**src/rtl/gamepad_scanner.sv**
```systemverilog
// Polls an 8-button serial gamepad (latch/clock/data shift register), debounces every
// button and emits one-cycle run-control pulses on debounced presses.
module gamepad_scanner #(
    parameter int CLK_DIV        = 6000,
    parameter int POLL_CYCLES    = 100000,
    parameter int N_BUTTONS      = 8,
    parameter int DEBOUNCE_POLLS = 3,
    parameter int RESET_BIT      = 2,
    parameter int MODE_BIT       = 3,
    parameter int STEP_BIT       = 0
) (
    input  logic                 clock,
    input  logic                 reset,
    input  logic                 pad_data,
    output logic                 pad_latch,
    output logic                 pad_clk,
    output logic [N_BUTTONS-1:0] buttons,
    output logic                 btn_reset,
    output logic                 btn_mode,
    output logic                 btn_step,
    output logic                 scan_done
);

    localparam int MAX_CNT = (POLL_CYCLES > 2 * CLK_DIV) ? POLL_CYCLES : 2 * CLK_DIV;
    localparam int CNT_W   = $clog2(MAX_CNT) + 1;
    localparam int IDX_W   = $clog2(N_BUTTONS);

    localparam logic [CNT_W-1:0] POLL_LAST  = CNT_W'(POLL_CYCLES - 1);
    localparam logic [CNT_W-1:0] LATCH_LAST = CNT_W'(2 * CLK_DIV - 1);
    localparam logic [CNT_W-1:0] DIV_LAST   = CNT_W'(CLK_DIV - 1);
    localparam logic [CNT_W-1:0] CNT_ONE    = CNT_W'(1);
    localparam logic [IDX_W-1:0] IDX_LAST   = IDX_W'(N_BUTTONS - 1);
    localparam logic [IDX_W-1:0] IDX_ONE    = IDX_W'(1);
    localparam logic [3:0]       DB_LAST    = 4'(DEBOUNCE_POLLS - 1);

    localparam logic [1:0] ST_IDLE  = 2'd0;
    localparam logic [1:0] ST_LATCH = 2'd1;
    localparam logic [1:0] ST_SHIFT = 2'd2;
    localparam logic [1:0] ST_DONE  = 2'd3;

    logic [1:0]                 state_r;
    logic [CNT_W-1:0]           cnt_r;
    logic [IDX_W-1:0]           idx_r;
    logic                       high_r;
    logic [1:0]                 sync_r;
    logic                       raw_bit_s;
    logic [N_BUTTONS-1:0]       raw_r;
    logic [N_BUTTONS-1:0]       buttons_r;
    logic [N_BUTTONS-1:0][3:0]  db_cnt_r;
    logic [N_BUTTONS-1:0]       btn_next_s;
    logic [N_BUTTONS-1:0][3:0]  db_cnt_next_s;
    logic                       pad_latch_r;
    logic                       pad_clk_r;
    logic                       btn_reset_r;
    logic                       btn_mode_r;
    logic                       btn_step_r;
    logic                       scan_done_r;

    // Two-flop synchroniser for the asynchronous, active-low pad data line
    always_ff @(posedge clock) begin
        if (reset) begin
            sync_r <= 2'b11;
        end else begin
            sync_r <= {sync_r[0], pad_data};
        end
    end

    assign raw_bit_s = ~sync_r[1];

    // Per-button debounce: a differing sample must persist DEBOUNCE_POLLS scans to flip the level
    always_comb begin
        btn_next_s    = buttons_r;
        db_cnt_next_s = db_cnt_r;
        for (int b = 0; b < N_BUTTONS; b++) begin
            if (raw_r[b] == buttons_r[b]) begin
                db_cnt_next_s[b] = 4'd0;
            end else if (db_cnt_r[b] == DB_LAST) begin
                btn_next_s[b]    = ~buttons_r[b];
                db_cnt_next_s[b] = 4'd0;
            end else begin
                db_cnt_next_s[b] = db_cnt_r[b] + 4'd1;
            end
        end
    end

    // Scan sequencer: idle poll, latch strobe, bit shifting, then debounce commit
    always_ff @(posedge clock) begin
        if (reset) begin
            state_r     <= ST_IDLE;
            cnt_r       <= {CNT_W{1'b0}};
            idx_r       <= {IDX_W{1'b0}};
            high_r      <= 1'b0;
            raw_r       <= {N_BUTTONS{1'b0}};
            buttons_r   <= {N_BUTTONS{1'b0}};
            db_cnt_r    <= {(N_BUTTONS*4){1'b0}};
            pad_latch_r <= 1'b0;
            pad_clk_r   <= 1'b0;
            btn_reset_r <= 1'b0;
            btn_mode_r  <= 1'b0;
            btn_step_r  <= 1'b0;
            scan_done_r <= 1'b0;
        end else begin
            btn_reset_r <= 1'b0;
            btn_mode_r  <= 1'b0;
            btn_step_r  <= 1'b0;
            scan_done_r <= 1'b0;
            case (state_r)
                ST_IDLE: begin
                    if (cnt_r == POLL_LAST) begin
                        state_r     <= ST_LATCH;
                        cnt_r       <= {CNT_W{1'b0}};
                        pad_latch_r <= 1'b1;
                    end else begin
                        cnt_r <= cnt_r + CNT_ONE;
                    end
                end
                ST_LATCH: begin
                    if (cnt_r == LATCH_LAST) begin
                        state_r     <= ST_SHIFT;
                        cnt_r       <= {CNT_W{1'b0}};
                        idx_r       <= {IDX_W{1'b0}};
                        high_r      <= 1'b0;
                        pad_latch_r <= 1'b0;
                    end else begin
                        cnt_r <= cnt_r + CNT_ONE;
                    end
                end
                ST_SHIFT: begin
                    if (cnt_r != DIV_LAST) begin
                        cnt_r <= cnt_r + CNT_ONE;
                    end else begin
                        cnt_r <= {CNT_W{1'b0}};
                        if (high_r) begin
                            high_r    <= 1'b0;
                            pad_clk_r <= 1'b0;
                            idx_r     <= idx_r + IDX_ONE;
                        end else begin
                            // Sample on the last low cycle; the final bit has no high phase
                            raw_r[idx_r] <= raw_bit_s;
                            if (idx_r == IDX_LAST) begin
                                state_r <= ST_DONE;
                            end else begin
                                high_r    <= 1'b1;
                                pad_clk_r <= 1'b1;
                            end
                        end
                    end
                end
                ST_DONE: begin
                    state_r     <= ST_IDLE;
                    cnt_r       <= {CNT_W{1'b0}};
                    buttons_r   <= btn_next_s;
                    db_cnt_r    <= db_cnt_next_s;
                    scan_done_r <= 1'b1;
                    btn_reset_r <= btn_next_s[RESET_BIT] & ~buttons_r[RESET_BIT];
                    btn_mode_r  <= btn_next_s[MODE_BIT] & ~buttons_r[MODE_BIT];
                    btn_step_r  <= btn_next_s[STEP_BIT] & ~buttons_r[STEP_BIT];
                end
                default: begin
                    state_r     <= ST_IDLE;
                    cnt_r       <= {CNT_W{1'b0}};
                    high_r      <= 1'b0;
                    pad_latch_r <= 1'b0;
                    pad_clk_r   <= 1'b0;
                end
            endcase
        end
    end

    assign pad_latch = pad_latch_r;
    assign pad_clk   = pad_clk_r;
    assign buttons   = buttons_r;
    assign btn_reset = btn_reset_r;
    assign btn_mode  = btn_mode_r;
    assign btn_step  = btn_step_r;
    assign scan_done = scan_done_r;

endmodule

```
**config.mk**
```make
export PLATFORM = sky130hd
export DESIGN_NAME = gamepad_scanner
export DESIGN_NICKNAME = d
export VERILOG_FILES = /design/src/rtl/gamepad_scanner.sv
export SDC_FILE = /design/constraint.sdc
export NUM_CORES = 1
export LEC_CHECK = 0
export ABC_AREA = 0
export CAP_MARGIN = 20
export CORE_MARGIN = 2
export CORE_UTILIZATION = 45
export CTS_CLUSTER_DIAMETER = 120
export DETAILED_ROUTE_END_ITERATION = 8
export PLACE_DENSITY = 0.65
export SLEW_MARGIN = 10
export SYNTH_ARGS = -nofsm -noshare
export SYNTH_HDL_FRONTEND = slang
export SYNTH_SLANG_ARGS = --single-unit
```
**constraint.sdc**
```tcl
create_clock -name clock -period 5.9 [get_ports clock]
set_input_delay 0.59 -clock clock [delete_from_list [all_inputs] [get_ports clock]]
set_output_delay 0.59 -clock clock [all_outputs]
set_load 0.02 [all_outputs]
```
### Yosys cells after proc, flatten, opt, wreduce, memory -nomap -nowiden

Index checks and enable logic that the tools add are counted.

* flip-flop bits (word level): 80
* output and inout port bits: 14
* word-level logic and storage cells: 153

* $add $sub $neg: 10
* order comparisons: 2
* equal/unequal tests: 30
* mux-type cells: 49
* bitwise operators: 20
* reduce and logical (&&, ||, !) cells: 16

Operators with widths (number)
* $pmux W18 S4: 1
* $mux W4: 16
* $mux W18: 3
* $add A4 B1 Y4 const B: 8
* $eq A4 B2 Y1 const B: 8
* $reduce_and A3 Y1: 9
* $add A18 B1 Y18 const B: 1
* $eq A18 B14 Y1 const B: 1
* $eq A18 B17 Y1 const B: 1
* $ne A18 B13 Y1 const B: 1
* $not A1 Y1: 17
* $mux W1: 15
* $ne A2 B2 Y1 const B: 7
* $mux W2: 5
* $mux W3: 3
* $bwmux W8: 1
* $eq A1 B1 Y1: 8
* $pmux W2 S4: 1
* $pmux W3 S2: 1
* $reduce_and A5 Y1: 1
* $eq A2 B2 Y1 const B: 2
* $lt A3 B4 Y1 const B: 1
* $pmux W1 S2: 2
* $reduce_and A4 Y1: 1
* 10 further kinds: 13

### Depth between registers and ports, before layout

Gate-level depths: netlist of the first run.

* depth after elaboration: 5
* mapped depth: 8

### Worst setup path after synthesis of the first run

OpenSTA, ideal clock, no wires.

* path kind: reg2reg
* start: register state_r[0]
* end: register idx_r[0]
* arrival: 2.085 ns
* path slack: 3.740 ns
* cell stages (with the launch flop): 9
* buffers on the path: 1
* cell sequence: dfxtp_1 -> inv_1 -> ha_1 -> buf_2 -> clkinv_1 -> nor4_4 -> and3_1 -> or4b_1 -> a31oi_1

* cells in the longest elaborated chain, start to end: 3

RTL lines
* start, declared: line 41 `logic [1:0] state_r;`
* start signal, assigned: line 89 `state_r <= ST_IDLE;`
* start signal, assigned: line 110 `state_r <= ST_LATCH;`
* start signal, assigned: line 119 `state_r <= ST_SHIFT;`
* $eq A2 B2 Y1 or $eq A2 B1 Y1 (tied branches): line 107 `case (state_r)`
* $ne A2 B2 Y1 (no line) or $reduce_bool A2 Y1 (tied branches)
* $reduce_and A4 Y1 (no line)
* end signal, assigned: line 91 `idx_r <= {IDX_W{1'b0}};`
* end signal, assigned: line 121 `idx_r <= {IDX_W{1'b0}};`
* end signal, assigned: line 136 `idx_r <= idx_r + IDX_ONE;`
* end, declared: line 43 `logic [IDX_W-1:0] idx_r;`

Several ways; a longest one is shown, not always the timed one.
A chain may end at the register's enable or synchronous reset.

### Final worst setup path of the first run

Ends and elaborated chain as after synthesis.

==> results.toml, run 1 <==
[cells_and_area]
area_growth_pct = 11.5
num_antenna_cells = 0
nFillCells = 838
multi_input_area_sq_mm = 0.00220
post-route-util_pct = 51.1
drive_gt1_share_pct = 6.08
register_area_sq_mm = 0.00160
layout.nets = 499

[placement]
hpwl_mm = 4.95
placement.io_buffers = 16
gp_congestion = 0.863

[sta]
finalCriticalPeriod_ns = 2.47
finalCritPeriodShare_pct = 41.9
setup_tns_ns = 0
hold_viol = 0
rsz0062_at_grt = "false"
maxClockFrequency_mhz = 405
max_slew.worst_pin.slew_ns = 0.758
timing.slew.headroom_pct = 49.4
finClkSkew_ns = 0.00854
slew_violations = 0
setup_violations = 0

[critical_path]
cp-end-kind = "register"
r2r_end = "idx_r[0]"
critPathLaunch = "state_r[0]"
reg2reg_depth = 7
cp.arrival_ns = 2.75
rrSetupSlack_ns = 3.43
startpoint_type = "register"
r2r-start = "state_r[0]"
setup.worst_path.class = "reg2reg"
cp-endpoint = "idx_r[0]"
required_ns = 6.17
critPathMaxFanout = 10

[routing]
drt_iter0_markers = 109
postRouteAntennaNets = 0
vias = 3107
first_pass_iters = 4
viasPerCell = 5.31
totalWireLength_mm = 7.31
drc = 0
post_drt_wl_per_cell_um = 12.5

[power]
clkPwrFrac_pct = 39.8
power_density_mw_per_mm2 = 250
switchingPower_uw = 275
p_int_uw = 827
leakage_nw = 1.63
ir_drop_v = 0.000131
pwr-share-comb_pct = 9.2
seq_power_share_pct = 51.0
p_sw_share_pct = 25.0

[yosys]
yosys.area.top_type = "dfxtp_1"
syn-instance-count = 460
yosys-top-cells-count = "80 x dfxtp_1, 78 x nor2_1, 39 x a21oi_1"
yosysTopAreaCellShare_pct = 40.5
synth_nets = 487
yosysMostFrequentCell = "dfxtp_1"
syn-cell-area_sq_mm = 0.00395
synth.area.top_cells = "dfxtp_1 41%, ha_1 7.6%, nor2_1 7.4%"
postSynth.asyncResetShare_pct = 0
ys_seq_elements = 80
synth_cell_types = 49
ys.flop_type = "dfxtp_1"
synth_edf_count = 0
synth_seq_area_share_pct = 40.5
syn_area_per_cell_sq_um = 8.60
yosys_warnings = 0

[global_route]
grt_max_degree = 59
antenna_found_initial = 0
grt.total_usage_pct = 16.3
grt_pass1_vias = 2911
gr-total-overflow = 0
grt_pass1_wl_mm = 12.9

[job]
maxCapViolations = 0

[floorplanning]
die-area_sq_mm = 0.00955
coreArea_sq_mm = 0.00864
floorplan.initialDensity_pct = 45.8
rows = 34
fp.dieH_um = 97.7
pin_count = 17
fp.dieW_um = 97.7

[clock_tree]
clockBufferDepth = 2
cts_resized = 0
cts_tree = "built"
clkLatencyLatePin_ns = 0.35
postCtsSetupRepairBufs = 0
cts_root_buffer = "clkbuf_8"
clock-sinks = 80
clkSlewWorstSetupHoldPaths_ns = 0.08
hold_buffers = 0
cts_buffers = 9
htreeDepth = 3

[run_status]
status = "completed"

[worst_hold_path]
hp-class = "reg2reg"
power groups by stage:
stage | combinational, mW | clock, mW | sequential (mW)
2_1_floorplan | 0.0870 | 0 | 0.573
4_1_cts | 0.101 | 0.451 | 0.562
5_1_grt | 0.116 | 0.471 | 0.563
3_3_place_gp | 0.0996 | 0 | 0.574
3_5_place_dp | 0.101 | 0 | 0.575
6_report | 0.102 | 0.439 | 0.562
layer usage:
layer  routed length [um]  track usage [%]  up-vias
li1                     -                -     1622
met2                 3370             26.8       44
met1                 3600             20.9     1429
met4                  140             7.48        0
met3                  197             2.86       12
met5                    0                0        -
worst max-delay path, cell delays in order, from the launching register on:
cell and delay (ns):
dfxtp_1 0.33, inv_1 0.12, ha_1 0.37, clkinv_1 0.26, nor4_4 0.44, and3_1 0.28, or4b_1 0.44, a31oi_1 0.16
stage by stage:
step | std cells | hold slack (ns) | setup slack, ns | power, mW | area, sq um
final | 585 | 0.433 | 3.43 | 1.10 | 4410
after CTS | 584 | 0.432 | 3.42 | 1.11 | 4390
after detailed placement | 568 | 0.415 | 3.43 | 0.675 | 4180
after floorplan | 460 | 0.389 | 3.74 | 0.659 | 3950
after global routing | 585 | 0.459 | 3.21 | 1.15 | 4410
after global placement | 568 | 0.414 | 3.49 | 0.673 | 4180
flip-flops by register name, indices dropped and copies added (netlist names), 2 cells and up:
register,flops
db_cnt_r,32
cnt_r,18
buttons,8
raw_r,8
idx_r,3
state_r,2
sync_r,2
kinds of logic after synthesis:
| logic type | after synthesis | share of synthesized area, % |
|---|---|---|
| and+or+nand+nor | 203 | 27.2 |
| DFF | 80 | 40.5 |
| AOI/OAI and AO/OA | 77 | 12.0 |
| buffers and inverters | 37 | 3.77 |
| xor gates and xnor gates | 29 | 6.42 |
| adders and majority gates | 24 | 7.59 |
| muxes | 10 | 2.53 |
cells in the final DEF (no fill, tap or decap), types with 5 or more instances in the layout:
cell / count
xor2_1: 22
inv_1: 18
mux2i_1: 10
nor2_1: 78
nand2_1: 22
nand2b_1: 14
nor4_1: 5
ha_1: 24
nor3b_1: 8
o21ai_0: 16
clkdlybuf4s50_1: 15
o211ai_1: 5
dfxtp_1: 80
a21oi_1: 39
nor3_1: 16
xnor2_1: 7
nor2b_1: 5
nand3_1: 10
nand4_1: 13
and3_1: 6
clkbuf_8: 9
worst min path at each step:
stage / startpoint / end / cells past startpoint
3_5_place_dp: sync_r[0] / sync_r[1] / 1
4_1_cts: sync_r[0] / sync_r[1] / 1
6_report: sync_r[0] / sync_r[1] / 1
2_1_floorplan: sync_r[0] / sync_r[1] / 1
5_1_grt: sync_r[0] / sync_r[1] / 1
3_3_place_gp: sync_r[0] / sync_r[1] / 1
layout make-up:
| class | instances | area share (%) |
|---|---|---|
| inverter | 20 | 1.70 |
| clock inverter | 6 | 1.90 |
| clock buffer | 10 | 2.89 |
| multi-input combinational | 343 | 50.0 |
| tap | 108 | 3.06 |
| timing repair buffer | 18 | 4.14 |
| sequential | 80 | 36.3 |
(Power assumes the default switching activity.)
==> run 2: changes to the inputs <==
==> constraint.sdc (replaced) <==
create_clock -name clock -period 2.3 [get_ports clock]
set_input_delay 0.23 -clock clock [delete_from_list [all_inputs] [get_ports clock]]
set_output_delay 0.23 -clock clock [all_outputs]
set_load 0.02 [all_outputs]
==> run 2 against run 1 <==
  * Register-to-register slack got worse by 3.4 ns
  * Maximum frequency up 10%
  * Routed wire length up 3.1%
  * Sequential share of layout area fell by 0.81 points
  * Non-clock buffer count is 13 higher
  * Global-route usage rose by 0.26 points
  * Power grew to 2.6 times the previous value
  * Sequential power increased to 2.6 times the previous value
  * Clock skew increased by 0.0034 ns
  * Clock power is 140% higher
  * Largest power group unchanged
  * Setup slack got worse by 3.4 ns
  * Final area grew 2.3%
==> results.toml, run 2 (synthesized netlist as in run 1, its figures left out) <==
[run_status]
status = "completed"

[placement]
placed_area_sq_mm = 0.00427
place_inst = 578
hpwl_mm = 5.12
placement.io_buffers = 16
gp_congestion = 0.826

[global_route]
grt_pass1_vias = 2926
antenna_found_initial = 0
grt_max_degree = 38
gr-total-overflow = 0
grt_pass1_wl_mm = 13.2
grt.total_usage_pct = 16.6

[sta]
setup_violations = 0
finalCritPeriodShare_pct = 97.7
max_slew.worst_pin.slew_ns = 0.637
finClkSkew_ns = 0.0119
slew_violations = 0
finalCriticalPeriod_ns = 2.25
maxClockFrequency_mhz = 445
hold_viol = 0
timing.slew.headroom_pct = 57.5

[cells_and_area]
num_antenna_cells = 0
fin_area_sq_mm = 0.00451
layout.cells.non_filler = 598
area_growth_pct = 14.1
mostFrequentLayoutCell = "dfxtp_1"
nFillCells = 848
drive_gt1_share_pct = 8.98
top_register = "db_cnt_r"
layout.nets = 512
multi_input_area_sq_mm = 0.00221
register_area_sq_mm = 0.00160
reg_top3 = "db_cnt_r x32, cnt_r x18"
final_cell_mix = "80 x dfxtp_1, 78 x nor2_1, 39 x a21oi_1, 24 x ha_1"
largest_register_ffs = 32
post-route-util_pct = 52.2

[routing]
drc = 0
vias = 3179
first_pass_iters = 4
totalWireLength_mm = 7.53
viasPerCell = 5.32
postRouteAntennaNets = 0
post_drt_wl_per_cell_um = 12.6
drt_iter0_markers = 124

[clock_tree]
clock-sinks = 80
hold_buffers = 0
htreeDepth = 3
clkSlewWorstSetupHoldPaths_ns = 0.09
cts_buffers = 9
cts_tree = "built"
clkLatencyLatePin_ns = 0.35
clockBufferDepth = 2
cts_root_buffer = "clkbuf_8"

[floorplanning]
fp.dieW_um = 97.7
rows = 34
pin_count = 17
die-area_sq_mm = 0.00955
fp.dieH_um = 97.7
coreArea_sq_mm = 0.00864
floorplan.initialDensity_pct = 45.8

[critical_path]
cp-end-kind = "register"
setup.worst_path.class = "reg2reg"
reg2reg_depth = 6
required_ns = 2.57
critPathMaxFanout = 7
startpoint_type = "register"
cp.arrival_ns = 2.52

[worst_hold_path]
hp-class = "in2reg"
min_path_cells = 2

[power]
power_density_mw_per_mm2 = 628
leakage_nw = 1.69
ir_drop_v = 0.000250
total_power_mw = 2.83

[job]
maxCapViolations = 0
run 2: cell type report:
type / count / share of cell area [%]
timing repair buffer: 31 / 6.22
clock inverter: 4 / 1.14
clock buffer: 12 / 3.44
tap: 108 / 3.00
multi-input combinational: 343 / 49.0
sequential: 80 / 35.5
inverter: 20 / 1.66
run 2: what timing repair did:
action / CTS / global route
resized for setup: 0 / 2
setup endpoints to repair: 0 / 2
buffers inserted: 0 / 4
run 2: worst paths after layout:
path / from / end / slack, ns
hold reg to reg: sync_r[0] / sync_r[1] / 0.42
setup / recovery: cnt_r[15] / high_r / 0.05
setup reg to reg: cnt_r[15] / high_r / 0.05
hold / removal: reset / buttons[1] / 0.39
run 2: stage by stage:
step                setup WS (ns)  setup TNS, ns  hold slack [ns]
floorplan                   0.140              0            0.334
global placement            0.129              0            0.400
detailed placement         0.0638              0            0.401
CTS                        0.0342              0            0.381
global route              -0.0290        -0.0428            0.408
finish                     0.0533              0            0.393
run 2: worst max-delay path: stages, from the launching register on:
cell	delay [ns]
dfxtp_1	0.35
or4_4	0.59
nor4_4	0.20
a41oi_4	0.20
buf_4	0.19
or4_1	0.50
a21oi_1	0.14
run 2: report_power, final:
| part | switching, mW | internal, mW | leakage, nW | total, mW |
|---|---|---|---|---|
| clock | 0.505 | 0.564 | 0.103 | 1.07 |
| combinational | 0.178 | 0.146 | 0.941 | 0.324 |
| sequential | 0.0250 | 1.42 | 0.645 | 1.44 |
| total | 0.708 | 2.13 | 1.69 | 2.83 |
run 2: per-layer routing:
metal / GRT usage (%) / wire, um / vias up
met5: 0 / 0 / -
met4: 5.13 / 52 / 0
met3: 4.01 / 253 / 5
met2: 26.3 / 3510 / 47
met1: 22.5 / 3710 / 1480
li1: - / - / 1647
==> edit: new RTL, config.mk and constraints of run 1 <==
Register the output `buttons` once more, cleared by the reset; this adds one clock of latency there. The other outputs are not delayed to match.
--- a/src/rtl/gamepad_scanner.sv
+++ b/src/rtl/gamepad_scanner.sv
@@ -169,7 +169,13 @@
 
     assign pad_latch = pad_latch_r;
     assign pad_clk   = pad_clk_r;
-    assign buttons   = buttons_r;
+    always_ff @(posedge clock) begin
+        if (reset) begin
+            buttons <= '0;
+        end else begin
+            buttons <= buttons_r;
+        end
+    end
     assign btn_reset = btn_reset_r;
     assign btn_mode  = btn_mode_r;
     assign btn_step  = btn_step_r;
Check against the original RTL: no difference found for any inputs over 10 cycles, from zero or initial values and one cycle with reset high; that may be too few to reach the edited logic, so the function may still have changed.
==> edit against run 1 <==
  * Fmax shrank 3.8%
  * Design area grew 0.65%
  * Setup slack lost 0.097 ns
  * Critical path depth shrank 1
  * Count of clock-buffer cells in the layout shrank 1
  * Routed wire length grew 3.7%
  * Synthesized area grew 2.3%
  * Worst hold slack lost 0.018 ns
  * Via count grew 1.1%
  * Sequential cell count grew 8
  * Critical endpoint is now cnt_r[13]$_SDFF_PP0_
Power is not compared: it rests on default switching activity, and its combinational part moved more than twofold at a synthesized area within 25%.
==> edit: results (changes against run 1) <==
* Hold Path Class: register to register
* Total number of vias at 3,142 (+1.1%)
* CP startpoint: cnt_r[0]$_SDFF_PP0_
* Synth cell count leaders: 88 x dfxtp_1, 75 x nor2_1, 28 x a21oi_1, 28 x nand2_1, 24 x ha_1
* Async S/R FF share, synth at 0% (unchanged)
* Share of cells above drive strength 1 at 6.12% (+0.038 points)
* Most area-consuming cells after synthesis: dfxtp_1 44%, ha_1 7.4%, nor2_1 7.0%
* Fin cells at 582 (-0.51%)
* Fin nets at 496 (-0.60%)
* Largest net degree at the start of global routing at 53 (-10%)
* Seq/Total Area, Yosys at 43.6% (+3.1 points)
* Setup slack at placement at 3.27 ns (-0.164 ns)
* Max Clock Skew at 0.0114 ns (+0.00287 ns)
* Global-route wire length before repair at 13,400 um (+4.2%)
* Crit-path max FO at 18 (+8)
* Routed wire length at 7570 um (+3.7%)
* Routability Congestion at 0.827 (-4.2%)
* Avg Synthesized Cell Area at 8.83 um2 (+2.7%)
* Startpoint of the worst hold path: sync_r[0]$_SDFF_PP1_
* DRT iter0 DRCs at 116 (+6.4%)
* Total GRT Usage at 16.6% (+0.35 points)
* R2R Path End: cnt_r[13]$_SDFF_PP0_
* Synth cell types at 44 (-10%)
* Status: finished, final reports clean
* Ys Warns at 0 (unchanged)
* Syn Nets at 485 (-0.41%)
* Cells on worst reg2reg path at 6 (-1)
* WP data arrival at 2.79 ns (+0.04 ns)
* Hold depth at 1 (unchanged)
* Worst Max-Slew Pin Slew at 0.928 ns (+0.170 ns)
* HPWL after DPL at 5120 um (+3.5%)
* Vias in the first global route at 2,962 (+1.8%)
* CP max stage cell: o311ai_4
* CP top delay family: compound AO/OA/AOI/OAI gates
* Layout fillers at 832 (-0.72%)
* Slowest cell delay on critical path at 0.67 ns (+0.23 ns)
* # placed instances at 566 (-0.35%)
-- edit: layout make-up --
| cell class | count | share of cell area [%] |
|---|---|---|
| clock buffer | 9 | 2.79 |
| sequential | 88 | 39.7 |
| tap | 108 | 3.04 |
| inverter | 22 | 1.86 |
| clock inverter | 7 | 1.21 |
| multi-input combinational | 331 | 47.7 |
| timing repair buffer | 17 | 3.67 |
-- edit: cells by family (layout without fill, tap and decap cells) --
group                    Yosys count  count (layout)  synth area share [%]
AO/OA/AOI/OAI                     76              76                  12.3
AND/OR/NAND/NOR                  192             192                  24.1
buffers and inverters             39              55                  4.05
flip-flops                        88              88                  43.6
adder cells (fa/ha/maj)           24              24                  7.43
multiplexers                       3               3                 0.743
XOR/XNOR                          36              36                  7.80
-- edit: power groups by stage --
| stage | Clock (W) | Sequential, W | Combinational [W] |
|---|---|---|---|
| 4_1_cts | 0.000396 | 0.000599 | 0.0000193 |
| 6_report | 0.000383 | 0.000599 | 0.0000189 |
| 3_5_place_dp | 0 | 0.000613 | 0.0000192 |
| 2_1_floorplan | 0 | 0.000613 | 0.0000149 |
| 5_1_grt | 0.000420 | 0.000600 | 0.0000215 |
| 3_3_place_gp | 0 | 0.000613 | 0.0000190 |
-- edit: through the flow --
stage | hold slack, ns | cell area [um2]
floorplan | 0.389 | 4040
global placement | 0.396 | 4260
detailed placement | 0.399 | 4260
CTS | 0.417 | 4440
global route | 0.437 | 4440
finish | 0.414 | 4440
-- edit: metal layers --
layer | routed length [um] | vias to the layer above | track usage, %
met5 | 0 | - | 0
met4 | 125 | 0 | 5.48
met3 | 218 | 12 | 4.18
met2 | 3500 | 35 | 27.8
met1 | 3730 | 1479 | 21.1
li1 | - | 1616 | -
